===== config.mk =====
export PLATFORM = sky130hd
export DESIGN_NAME = id_pipe_stage
export DESIGN_NICKNAME = d
export VERILOG_FILES = /design/src/rtl/id_pipe_stage.sv
export SDC_FILE = /design/constraint.sdc
export NUM_CORES = 1
export LEC_CHECK = 0
export ABC_CLOCK_PERIOD_IN_PS = 2400
export CAP_MARGIN = 25
export CORE_ASPECT_RATIO = 1.25
export CORE_MARGIN = 4
export CORE_UTILIZATION = 37
export DETAILED_ROUTE_END_ITERATION = 10
export GPL_ROUTABILITY_DRIVEN = 0
export GPL_TIMING_DRIVEN = 0
export PLACE_DENSITY = 0.74
export SYNTH_ARGS = -nofsm -noshare
export SYNTH_HDL_FRONTEND = slang
export SYNTH_SLANG_ARGS = --single-unit

===== constraint.sdc =====
create_clock -name clock -period 2.4 [get_ports clock]
set_clock_uncertainty 0.2 [all_clocks]
set_input_delay 0.48 -clock clock [delete_from_list [all_inputs] [get_ports clock]]
set_output_delay 0.48 -clock clock [all_outputs]
set_load 0.005 [all_outputs]

===== src/rtl/id_pipe_stage.sv =====
// id_pipe_stage: single-entry registered decode stage for a small RV integer
// subset (OP-IMM, OP, LUI, AUIPC) with a valid/ready handshake, a flush that
// discards the held and incoming instruction, and a saturating illegal counter.
module id_pipe_stage #(
   parameter int unsigned XLEN   = 64,
   parameter int unsigned REG_AW = 5,
   parameter int unsigned CNT_W  = 16
) (
   input  logic              clock,
   input  logic              reset,
   input  logic              in_valid,
   output logic              in_ready,
   input  logic [31:0]       inst,
   input  logic [XLEN-1:0]   pc,
   input  logic              flush,
   output logic              out_valid,
   input  logic              out_ready,
   output logic              ra_en,
   output logic              rb_en,
   output logic              rd_en,
   output logic [REG_AW-1:0] ra_addr,
   output logic [REG_AW-1:0] rb_addr,
   output logic [REG_AW-1:0] rd_addr,
   output logic [XLEN-1:0]   imm,
   output logic [XLEN-1:0]   out_pc,
   output logic              alu_bsrc,
   output logic              alu_apc,
   output logic [3:0]        alu_ctl,
   output logic              illegal,
   output logic [CNT_W-1:0]  ill_cnt
);

   localparam logic [6:0] OPC_OP_IMM = 7'b0010011;
   localparam logic [6:0] OPC_OP     = 7'b0110011;
   localparam logic [6:0] OPC_LUI    = 7'b0110111;
   localparam logic [6:0] OPC_AUIPC  = 7'b0010111;

   logic [6:0]       opcode;
   logic [2:0]       funct3;
   logic [6:0]       funct7;
   logic             accept;

   logic             d_legal;
   logic             d_ra_en;
   logic             d_rb_en;
   logic             d_bsrc;
   logic             d_apc;
   logic [3:0]       d_ctl;
   logic [XLEN-1:0]  d_imm;
   logic [XLEN-1:0]  imm_i;
   logic [XLEN-1:0]  imm_u;
   logic [XLEN-1:0]  imm_sh;
   logic             sh_lo_ok;
   logic             sh_hi_ok;

   assign opcode = inst[6:0];
   assign funct3 = inst[14:12];
   assign funct7 = inst[31:25];

   // Stage can take a new instruction whenever its slot is empty or draining.
   assign in_ready = !out_valid || out_ready;
   assign accept   = in_valid && in_ready && !flush;

   // Immediate formats; shamt width and the upper shift-field check follow XLEN.
   always_comb begin
      imm_i = XLEN'($signed(inst[31:20]));
      imm_u = XLEN'($signed({inst[31:12], 12'b0}));
      if (XLEN == 64) begin
         imm_sh   = XLEN'(inst[25:20]);
         sh_lo_ok = (inst[31:26] == 6'b000000);
         sh_hi_ok = (inst[31:26] == 6'b010000);
      end else begin
         imm_sh   = XLEN'(inst[24:20]);
         sh_lo_ok = (funct7 == 7'b0000000);
         sh_hi_ok = (funct7 == 7'b0100000);
      end
   end

   // Decode of the incoming instruction; anything unmatched stays illegal.
   always_comb begin
      d_legal = 1'b0;
      d_ra_en = 1'b0;
      d_rb_en = 1'b0;
      d_bsrc  = 1'b0;
      d_apc   = 1'b0;
      d_ctl   = 4'b0000;
      d_imm   = '0;
      unique case (opcode)
         OPC_OP_IMM: begin
            if (funct3 == 3'b001) begin
               if (sh_lo_ok) begin
                  d_legal = 1'b1;
                  d_ctl   = 4'b0001;
                  d_imm   = imm_sh;
               end
            end else if (funct3 == 3'b101) begin
               if (sh_lo_ok || sh_hi_ok) begin
                  d_legal = 1'b1;
                  d_ctl   = {sh_hi_ok, funct3};
                  d_imm   = imm_sh;
               end
            end else begin
               d_legal = 1'b1;
               d_ctl   = {1'b0, funct3};
               d_imm   = imm_i;
            end
            if (d_legal) begin
               d_ra_en = 1'b1;
               d_bsrc  = 1'b1;
            end
         end
         OPC_OP: begin
            if (funct7 == 7'b0000000) begin
               d_legal = 1'b1;
               d_ctl   = {1'b0, funct3};
            end else if (funct7 == 7'b0100000 &&
                         (funct3 == 3'b000 || funct3 == 3'b101)) begin
               d_legal = 1'b1;
               d_ctl   = {1'b1, funct3};
            end
            if (d_legal) begin
               d_ra_en = 1'b1;
               d_rb_en = 1'b1;
            end
         end
         OPC_LUI: begin
            d_legal = 1'b1;
            d_bsrc  = 1'b1;
            d_ctl   = 4'b1111;
            d_imm   = imm_u;
         end
         OPC_AUIPC: begin
            d_legal = 1'b1;
            d_bsrc  = 1'b1;
            d_apc   = 1'b1;
            d_imm   = imm_u;
         end
         default: begin
            d_legal = 1'b0;
         end
      endcase
   end

   // Output slot: reset clears, flush empties, accept loads, drain empties.
   always_ff @(posedge clock) begin
      if (reset) begin
         out_valid <= 1'b0;
         ra_en     <= 1'b0;
         rb_en     <= 1'b0;
         rd_en     <= 1'b0;
         ra_addr   <= '0;
         rb_addr   <= '0;
         rd_addr   <= '0;
         imm       <= '0;
         out_pc    <= '0;
         alu_bsrc  <= 1'b0;
         alu_apc   <= 1'b0;
         alu_ctl   <= 4'b0000;
         illegal   <= 1'b0;
         ill_cnt   <= '0;
      end else if (flush) begin
         out_valid <= 1'b0;
      end else if (accept) begin
         out_valid <= 1'b1;
         ra_en     <= d_ra_en;
         rb_en     <= d_rb_en;
         rd_en     <= d_legal && (inst[11:7] != 5'd0);
         ra_addr   <= REG_AW'(inst[19:15]);
         rb_addr   <= REG_AW'(inst[24:20]);
         rd_addr   <= REG_AW'(inst[11:7]);
         imm       <= d_imm;
         out_pc    <= pc;
         alu_bsrc  <= d_bsrc;
         alu_apc   <= d_apc;
         alu_ctl   <= d_ctl;
         illegal   <= !d_legal;
         if (!d_legal && ill_cnt != '1) begin
            ill_cnt <= ill_cnt + CNT_W'(1);
         end
      end else if (out_ready) begin
         out_valid <= 1'b0;
      end
   end

endmodule


==> results.py <==
metrics = {
    "status": {
        "status": "finished, violations left",
        "violations": "setup timing",
    },
    "floorplan": {
        "num_rows": 49,
        "core_area_mm2": 0.01453,
        "die_x_um": 117.2,
        "die_area_mm2": 0.01694,
        "io_pins": 272,
        "initial_core_util": 0.3797,
        "die_h_um": 144.5,
    },
    "power_and_ir_drop": {
        "p_comb_frac": 0.134,
        "p_int_mw": 4.566,
        "p_sw_frac": 0.2323,
        "pwr-share-clk": 0.458,
        "total_power_mw": 5.948,
        "leakage_nw": 3.371,
        "peakVddDrop_v": 0.0004338,
        "power.share.sequential": 0.408,
        "p_per_area_mw_per_mm2": 642.3,
        "p_switching_mw": 1.382,
    },
    "placed_design": {
        "dp.cells": 1139,
        "placed_area_mm2": 0.008443,
        "io_buffers": 270,
        "post-dp-hpwl_um": 14950,
    },
    "logic_synthesis": {
        "syn_avg_cell_area_um2": 7.985,
        "synth_ff_type": "dfxtp_1",
        "synth_warnings": 0,
        "async_flop_share": 0,
        "seq_area_frac_synth": 0.5007,
        "synth_seq_cells": 138,
        "syn_area_mm2": 0.005518,
        "netlist_instances": 691,
        "synth_cell_type_count": 45,
        "synth-edff-count": 0,
        "synth.net_count": 793,
    },
    "cts": {
        "cts_buffer_depth": 2,
        "cts_tree": "done",
        "htree_levels": 4,
        "clk_pin_slew_ns": 0.06,
        "ctsHoldBuffers": 0,
        "insertion_delay_ns": 0.42,
        "root_buffer": "clkbuf_16",
        "numCtsBuffers": 17,
        "clock_sinks": 138,
    },
    "sta": {
        "finalSetupTns_ns": -0.06858,
        "slew_violations": 0,
        "rsz0062_at_grt": "yes",
        "fin_ws_ns": -0.02274,
        "fmax_ghz": 0.4128,
        "period_needed_ns": 2.423,
        "fin_crit_sh": 1.009,
        "hold_viol_final": 0,
        "worst_pin_slew_ns": 0.6550,
        "slew_headroom": 0.5633,
        "setup_viol": 5,
    },
    "finish": {
        "postLayoutCellArea_mm2": 0.009260,
        "syn_to_final_growth_pct": 67.82,
        "fin_cells": 1176,
        "multi_input_area_mm2": 0.002436,
        "diodes": 0,
        "seqCellArea_mm2": 0.002766,
        "n_fill_cell": 1261,
        "drive_gt1_frac": 0.1142,
        "fin_nets": 1087,
    },
    "global_routing": {
        "grt_start_max_net_pins": 35,
        "antenna_found_initial": 0,
        "globalRouteTotalUtil": 0.2294,
        "grt_pass1_vias": 5537,
        "gr-total-overflow": 0,
        "grt_pass1_wl_um": 29630,
    },
    "drt": {
        "routedWlPerCell_um": 16.92,
        "drt_iter0_markers": 274,
        "drt-total-wl_um": 19900,
        "drc": 0,
        "vias_per_cell": 4.964,
        "postRouteAntennaNets": 0,
        "firstDrtPassIters": 4,
        "via_count": 5838,
    },
    "worst_setup_path": {
        "cp_max_fo": 10,
        "arrival_ns": 2.57,
        "r2r-start": "out_valid",
        "worstSetupStartpoint": "in_valid",
        "crit_type": "primary input to register",
        "cp_data_required_time_ns": 2.55,
        "cp-start-kind": "primary input",
        "end_kind": "register",
    },
    "run": {
        "cap_violations": 0,
    },
    "worst_hold_path": {
        "worstHoldStart": "imm[0]",
        "hold_class": "register to register",
    },
}
layer usage:
| metal | global-route usage | part of all wire |
|---|---|---|
| met5 | 0 | 0 |
| met3 | 0.06949 | 0.082 |
| met2 | 0.4014 | 0.51 |
| met1 | 0.2576 | 0.38 |
| met4 | 0.09179 | 0.023 |
critical path, cell delays in order:
cell and delay, ns:
clkdlybuf4s50_1 0.52, nor3b_2 0.49, clkbuf_2 0.42, clkbuf_1 0.38, nand2_1 0.14, a21oi_1 0.13
registers in the layout (all words and copies together), names as in the netlist:
register,flops
ra_en,1
imm,32
ra_addr,5
alu_ctl,4
rb_en,1
illegal,1
alu_bsrc,1
rd_addr,5
alu_apc,1
ill_cnt,16
rb_addr,5
rd_en,1
out_pc,64
out_valid,1
metrics by stage:
stage / hold slack, ns / worst slack [ns] / utilization
global placement: 0.2403 / -1.068 / 0.5811
global route: 0.2709 / -0.2279 / 0.6373
finish: 0.2503 / -0.02274 / 0.6373
floorplan: 0.2483 / -0.003352 / -
CTS: 0.2504 / 0.001389 / 0.6315
detailed placement: 0.2443 / -1.096 / 0.5811
cells in the final DEF (no fill, tap or decap), types with 7 or more instances in the layout:
master,n
buf_4,39
a21oi_1,98
clkdlybuf4s50_1,256
xor2_1,7
clkbuf_1,29
dlygate4sd2_1,11
nand4_1,9
dfxtp_1,137
clkbuf_2,14
a211oi_1,17
nand3_1,23
nand2_1,196
clkbuf_16,17
nor2_1,46
Yosys cell counts (all sizes together) (2+ instances only):
| cell type | n | area share |
|---|---|---|
| a211oi | 17 | 0.023 |
| a21oi | 98 | 0.089 |
| a22oi | 6 | 0.0082 |
| a311oi | 2 | 0.0064 |
| a31oi | 8 | 0.0091 |
| and2 | 2 | 0.0023 |
| and3 | 5 | 0.0059 |
| buf | 34 | 0.046 |
| clkbuf | 44 | 0.032 |
| dfxtp | 138 | 0.50 |
| inv | 3 | 0.0020 |
| nand2 | 200 | 0.14 |
| nand2b | 4 | 0.0045 |
| nand3 | 23 | 0.021 |
| nand4 | 9 | 0.010 |
| nor2 | 47 | 0.032 |
| nor2b | 2 | 0.0023 |
| nor3 | 6 | 0.0063 |
| nor4 | 4 | 0.0045 |
| o21ai | 4 | 0.0043 |
| o31ai | 6 | 0.0082 |
| or3 | 3 | 0.0034 |
| or4 | 6 | 0.0082 |
| xnor2 | 2 | 0.0032 |
| xor2 | 7 | 0.011 |
worst paths after layout:
check	slack, ns	cells after the start	to
setup / recovery	-0.02	6	out_pc[20]
hold / removal	0.25	2	imm[0]
setup reg to reg	0.10	8	ill_cnt[13]
hold reg to reg	0.25	2	imm[0]
power groups by stage:
stage	clock network (mW)	registers, mW	logic (mW)
4_1_cts	2.77	2.43	0.791
2_1_floorplan	0	2.48	0.264
5_1_grt	2.87	2.44	0.862
3_5_place_dp	0	2.48	0.778
6_report	2.73	2.43	0.795
3_3_place_gp	0	2.47	0.773
cell type report:
cell class,count,share of cell area
repair buffers,277,0.2982
plain buffers,76,0.04878
well taps,178,0.02405
clock buffers,20,0.04716
inverters,3,0.001216
multi-input cells,472,0.2631
clock inverters,12,0.01878
flip-flops and latches,138,0.2987
kinds of logic after synthesis:
family,after synthesis,share of synthesized area
compound gates,146,0.1558
xor+xnor,9,0.01429
fa+ha+maj,1,0.002267
buf+inv,81,0.08027
flops,138,0.5007
simple gates,316,0.2467
timing repair:
action                     4_1_cts  5_1_grt
setup endpoints to repair      154      123
pin swaps                        7        4
gates cloned                     1        0
resized for setup               39       34
setup buffers                    3        3
Power figures use the tool's default switching activity.
